[src/rtl/cb_pkg.sv]
// Shared helpers and legal-range constants for the cascadable counter family
// (up counters and the 8-bit down-counter macros).
package cb_pkg;

    localparam int     CB_WIDTH_MIN   = 2;
    localparam int     CB_WIDTH_MAX   = 32;
    localparam longint CB_MODULUS_MIN = 2;

    // Decoded per-edge action of a counter stage.
    typedef enum logic [2:0] {
        CB_HOLD,
        CB_CLEAR,
        CB_LOAD,
        CB_STEP,
        CB_WRAP,
        CB_DROP
    } cb_action_e;

    function automatic int cb_clog2(input longint value);
        int     bits;
        longint span;
        bits = 0;
        span = 1;
        while (span < value) begin
            span = span << 1;
            bits = bits + 1;
        end
        return bits;
    endfunction

    function automatic longint cb_modulus_max(input int width);
        return longint'(1) << width;
    endfunction

    // Terminal count MODULUS-1, sized to the widest legal counter.
    function automatic logic [CB_WIDTH_MAX-1:0] cb_terminal(input longint modulus);
        logic [63:0] term;
        term = modulus - 64'd1;
        return term[CB_WIDTH_MAX-1:0];
    endfunction

endpackage

[src/rtl/cbu_mod_counter_if.sv]
// Count/load/clear controls and count/carry outputs of one cbu_mod_counter stage.
interface cbu_mod_counter_if #(
    parameter int WIDTH = 8
);
    logic             CAI;
    logic             SCLR;
    logic             LD;
    logic [WIDTH-1:0] D;
    logic [WIDTH-1:0] Q;
    logic             CAO;
    logic             TCQ;

    modport master (
        output CAI, SCLR, LD, D,
        input  Q, CAO, TCQ
    );

    modport slave (
        input  CAI, SCLR, LD, D,
        output Q, CAO, TCQ
    );
endinterface

[src/rtl/cbu_mod_counter.sv]
// Cascadable modulo-N up counter with synchronous clear/load, combinational
// carry-out and a registered terminal-count strobe.
module cbu_mod_counter
    import cb_pkg::*;
#(
    parameter int     WIDTH   = 8,
    parameter longint MODULUS = 256
) (
    input logic             CLK,
    input logic             CDN,
    cbu_mod_counter_if.slave bus
);

    if (WIDTH < CB_WIDTH_MIN || WIDTH > CB_WIDTH_MAX ||
        MODULUS < CB_MODULUS_MIN || MODULUS > cb_modulus_max(WIDTH)) begin : g_param_check
        $error("cbu_mod_counter: illegal WIDTH/MODULUS combination");
    end

    localparam logic [WIDTH-1:0] TERM = WIDTH'(cb_terminal(MODULUS));

    logic [WIDTH-1:0] q_r;
    logic [WIDTH-1:0] q_nxt;
    logic             tcq_r;
    logic             tcq_nxt;
    logic             at_term;
    logic             past_term;
    cb_action_e       action;

    assign at_term   = (q_r == TERM);
    // Only reachable after an out-of-range load; the next count drops to 0 silently.
    assign past_term = (q_r > TERM);

    always_comb begin
        action = CB_HOLD;
        if (bus.SCLR) begin
            action = CB_CLEAR;
        end else if (bus.LD) begin
            action = CB_LOAD;
        end else if (bus.CAI) begin
            if (at_term) begin
                action = CB_WRAP;
            end else if (past_term) begin
                action = CB_DROP;
            end else begin
                action = CB_STEP;
            end
        end
    end

    always_comb begin
        q_nxt   = q_r;
        tcq_nxt = 1'b0;
        unique case (action)
            CB_CLEAR: q_nxt = '0;
            CB_LOAD:  q_nxt = bus.D;
            CB_STEP:  q_nxt = q_r + WIDTH'(1);
            CB_WRAP: begin
                q_nxt   = '0;
                tcq_nxt = 1'b1;
            end
            CB_DROP:  q_nxt = '0;
            default:  q_nxt = q_r;
        endcase
    end

    always_ff @(posedge CLK or negedge CDN) begin
        if (!CDN) begin
            q_r   <= '0;
            tcq_r <= 1'b0;
        end else begin
            q_r   <= q_nxt;
            tcq_r <= tcq_nxt;
        end
    end

    assign bus.Q   = q_r;
    assign bus.CAO = bus.CAI && at_term;
    assign bus.TCQ = tcq_r;

endmodule

[src/flat_wrapper.sv]
// flat-port wrapper written by rule: the top's interface ports become plain ports
module cbu_mod_counter_flat import cb_pkg::*;
#(
    parameter int     WIDTH   = 8,
    parameter longint MODULUS = 256
)
  (CLK, CDN, bus_CAI, bus_SCLR, bus_LD, bus_D, bus_Q, bus_CAO, bus_TCQ);
  cbu_mod_counter_if #(.WIDTH(WIDTH)) bus_i ();
  input logic CLK;
  input logic CDN;
  input wire logic [$bits(bus_i.CAI)-1:0] bus_CAI;
  input wire logic [$bits(bus_i.SCLR)-1:0] bus_SCLR;
  input wire logic [$bits(bus_i.LD)-1:0] bus_LD;
  input wire logic [$bits(bus_i.D)-1:0] bus_D;
  output wire logic [$bits(bus_i.Q)-1:0] bus_Q;
  output wire logic [$bits(bus_i.CAO)-1:0] bus_CAO;
  output wire logic [$bits(bus_i.TCQ)-1:0] bus_TCQ;
  assign bus_i.CAI = bus_CAI;
  assign bus_i.SCLR = bus_SCLR;
  assign bus_i.LD = bus_LD;
  assign bus_i.D = bus_D;
  assign bus_Q = bus_i.Q;
  assign bus_CAO = bus_i.CAO;
  assign bus_TCQ = bus_i.TCQ;
  cbu_mod_counter #(.WIDTH(WIDTH), .MODULUS(MODULUS)) u_core (.CLK(CLK), .CDN(CDN), .bus(bus_i));
endmodule
[config.mk]
export PLATFORM = sky130hd
export DESIGN_NAME = cbu_mod_counter_flat
export DESIGN_NICKNAME = d
export VERILOG_FILES = /design/src/rtl/cb_pkg.sv /design/src/rtl/cbu_mod_counter_if.sv /design/src/rtl/cbu_mod_counter.sv /design/src/flat_wrapper.sv
export SDC_FILE = /design/constraint.sdc
export NUM_CORES = 1
export LEC_CHECK = 0
export CAP_MARGIN = 10
export CORE_MARGIN = 10
export CORE_UTILIZATION = 37
export DETAILED_ROUTE_END_ITERATION = 8
export PLACE_DENSITY = 0.73
export REMOVE_ABC_BUFFERS = 1
export SYNTH_ARGS = -nofsm -noshare
export SYNTH_HDL_FRONTEND = slang
export SYNTH_SLANG_ARGS = --single-unit
[constraint.sdc]
create_clock -name CLK -period 1.4 [get_ports CLK]
set_clock_uncertainty 0.2 [all_clocks]
set_input_delay 0.28 -clock CLK [delete_from_list [all_inputs] [get_ports CLK]]
set_output_delay 0.28 -clock CLK [all_outputs]
set_load 0.01 [all_outputs]
==> impl_metrics.yaml <==
timing:
  grt_setup_unrepaired: "true"
  tightest_slew_ns: 0.441
  final-hold-violation-count: 0
  finalWorstSetupSlack_ns: -0.199
  maxSlewHeadroom: 0.705
  timing.final.max_slew_violations: 0
  post-route-period-util: 1.14
  achievable-frequency_mhz: 625
  finalSetupViolations: 8
  finalWorstPathRequiredPeriod_ns: 1.60
worst_hold_path:
  hp-class: "input pin to async pin"
layout:
  area_growth_syn_to_layout_pct: 73.8
  nets: 112
  utilization: 0.679
  mostFrequentLayoutCell: "sky130_fd_sc_hd__buf_6"
  antennaDiodeCount: 0
  fillerInstances: 119
  final_cell_area_sq_um: 1020
  fraction_of_layout_cells_with_a_size_suffix_above_1: 0.454
  final_cell_mix: "sky130_fd_sc_hd__buf_6 (11), sky130_fd_sc_hd__buf_4 (10), sky130_fd_sc_hd__clkdlybuf4s50_1 (9), sky130_fd_sc_hd__dfrtp_1 (9), sky130_fd_sc_hd__nor2_1 (5)"
  final_std_cells_w_o_fill: 113
global_route:
  grt_start_max_net_pins: 14
  grt_overflow_total: 0
  antenna_found_initial: 0
  global_route.usage.total: 0.115
  via_count_of_the_first_global_routing_pass: 684
  wire_length_of_the_first_global_routing_pass_um: 3140
detailed_routing:
  drt_first_iter_violations: 13
  postRouteWirelength_um: 1980
  drt-pass1-iter-count: 4
  drc: 0
  final_antenna_net_count: 0
  route.vias.total: 620
  average_via_count_per_standard_cell: 5.49
  wire_per_inst_um: 17.5
power_and_ir_drop:
  max-vdd-ir-drop_mv: 0.418
  netSwitchingPower_uw: 202
  cellLeakagePower_uw: 0.000467
  total_power_uw: 703
  power_frac_seq: 0.409
  power.share.switching: 0.287
  clockPowerShare: 0.288
  power-per-cell-area_nw_per_um2: 688
  comb_power_share: 0.303
  internal_power_uw: 501
clock_network:
  clkSinkCount: 9
  clkSlewWorstSetupHoldPaths_ns: 0.06
  cts_hold_fix_bufs: 0
  clock_tree.htree_level_count: 1
  cts_made_buffers: 3
  clk_latency_ns: 0.26
  cts_tree: "built"
  clockRootBuffer: "sky130_fd_sc_hd__clkbuf_4"
  cts_buffer_depth: 2
synth:
  synth.yosys.seq_area_share: 0.383
  ys_warn_count: 0
  number_of_flops_mapped_to_enable_cells_by_yosys: 0
  ys.flop_type: "sky130_fd_sc_hd__dfrtp_1"
  synth_area_per_cell_sq_um: 10.1
  yosys_register_bits: 9
  syn-cell-area_sq_um: 588
  synth_cell_type_count: 26
  post_synth_inst_count: 58
  postSynth.asyncResetShare: 1.00
placement:
  weighted_congestion_reported_at_the_end_of_routability_driven_placement: 0.793
  placed_area_sq_um: 917
  dp.final_hpwl_um: 1380
  place_ws_ns: -0.559
  placed_cells: 108
  place.port_buffers: 22
setup_path:
  setup.worst_path.end_class: "output pin"
  critical_path_class: "register to output pin"
  crit-reg2reg-capture: "u_core.bus.Q[7]"
  crit_fanout: 2
  critical_path_data_required_time_ns: 0.92
  regToRegSetupSlack_ns: -0.04
  worst-r2r-cell-count: 6
  startpoint_type: "register"
  critical_path.reg2reg.startpoint: "u_core.bus.Q[0]"
  timing.critical_path.arrival_ns: 1.12
outcome:
  run_status: "complete, but fails checks"
  failed_checks: "negative setup slack"
floorplan:
  rows: 14
  die_w_um: 59.9
  design.portCount: 23
  initial_core_util: 0.390
  fp.coreArea_sq_um: 1510
  die_height_um: 59.9
  die_footprint_sq_um: 3580
job:
  cap_violations: 0
synth_stat cells, types with 2 or more instances:
master | n | area share
sky130_fd_sc_hd__dfrtp_1 | 9 | 0.38
sky130_fd_sc_hd__nor2_1 | 6 | 0.038
sky130_fd_sc_hd__a21oi_1 | 5 | 0.043
sky130_fd_sc_hd__nand3_1 | 5 | 0.043
sky130_fd_sc_hd__xnor2_1 | 4 | 0.060
sky130_fd_sc_hd__a22oi_1 | 3 | 0.038
sky130_fd_sc_hd__o22ai_2 | 3 | 0.064
sky130_fd_sc_hd__inv_1 | 2 | 0.013
sky130_fd_sc_hd__mux2i_1 | 2 | 0.034
sky130_fd_sc_hd__nand2_1 | 2 | 0.013
sky130_fd_sc_hd__nor3b_1 | 2 | 0.026
stage by stage:
stage / TNS, ns / hold WS [ns]
CTS: -0.683 / 0.137
detailed placement: -4.28 / 0.422
floorplan: -0.244 / -0.216
global placement: -4.02 / 0.399
global route: -0.949 / 0.162
finish: -0.426 / 0.125
area by class of cell:
type	count	area (sq um)	area share
Timing Repair Buffer	38	345	0.338
Inverter	2	7.51	0.00734
Multi-Input combinational cell	44	398	0.389
Clock buffer	4	26.3	0.0257
Tap cell	16	20.0	0.0196
Sequential cell	9	225	0.220
power by group through the flow:
stage / Clock [uW] / Combinational (uW) / Sequential [uW]
after floorplan: 0 / 49.0 / 307
after global placement: 0 / 191 / 288
after detailed placement: 0 / 195 / 288
after CTS: 212 / 205 / 284
after global routing: 220 / 230 / 289
final: 203 / 213 / 288
worst max-delay path, cell delays in order, from the launching register on:
cell and delay (ns):
sky130_fd_sc_hd__dfrtp_1 0.37, sky130_fd_sc_hd__and4_4 0.23, sky130_fd_sc_hd__nand3_2 0.06, sky130_fd_sc_hd__nor2_1 0.07
sky130_fd_sc_hd__buf_2 0.13
repair_timing:
item	4_1_cts	5_1_grt
cloned	0	0
setup buffers	6	3
resized for setup	55	15
pin swaps	10	8
endpoints found under the setup margin	19	18
state kept, by name, indices dropped and copies added (netlist names):
signal and count:
u_core.bus.Q 8, u_core.bus.TCQ 1
per-layer routing:
| layer | track usage | part of all wire | vias up |
|---|---|---|---|
| met2 | 0.184 | 0.47 | 26 |
| li1 | - | - | 292 |
| met4 | 0.0577 | 0.018 | 0 |
| met1 | 0.131 | 0.42 | 296 |
| met3 | 0.0424 | 0.091 | 6 |
| met5 | 0 | 0 | - |
how the worst max path moves through the flow:
stage               endpoint  cells after the start  slack, ns       startpoint
floorplan            bus_CAO                      3      -0.09  u_core.bus.Q[0]
detailed placement   bus_CAO                      4      -0.56          bus_CAI
CTS                  bus_CAO                      4      -0.24  u_core.bus.Q[3]
global route         bus_CAO                      4      -0.26  u_core.bus.Q[3]
global placement     bus_CAO                      4      -0.54          bus_CAI
finish               bus_CAO                      4      -0.20  u_core.bus.Q[2]
cell families (layout without fill, tap and decap cells):
| group | count (synthesis) | after routing | synth area share |
|---|---|---|---|
| flops | 9 | 9 | 0.383 |
| buf+inv | 5 | 44 | 0.0532 |
| compound gates | 14 | 14 | 0.181 |
| fa+ha+maj | 1 | 1 | 0.0213 |
| xor+xnor | 5 | 5 | 0.0745 |
| simple gates | 22 | 22 | 0.253 |
| mux | 2 | 2 | 0.0340 |
Power figures use the tool's default switching activity.
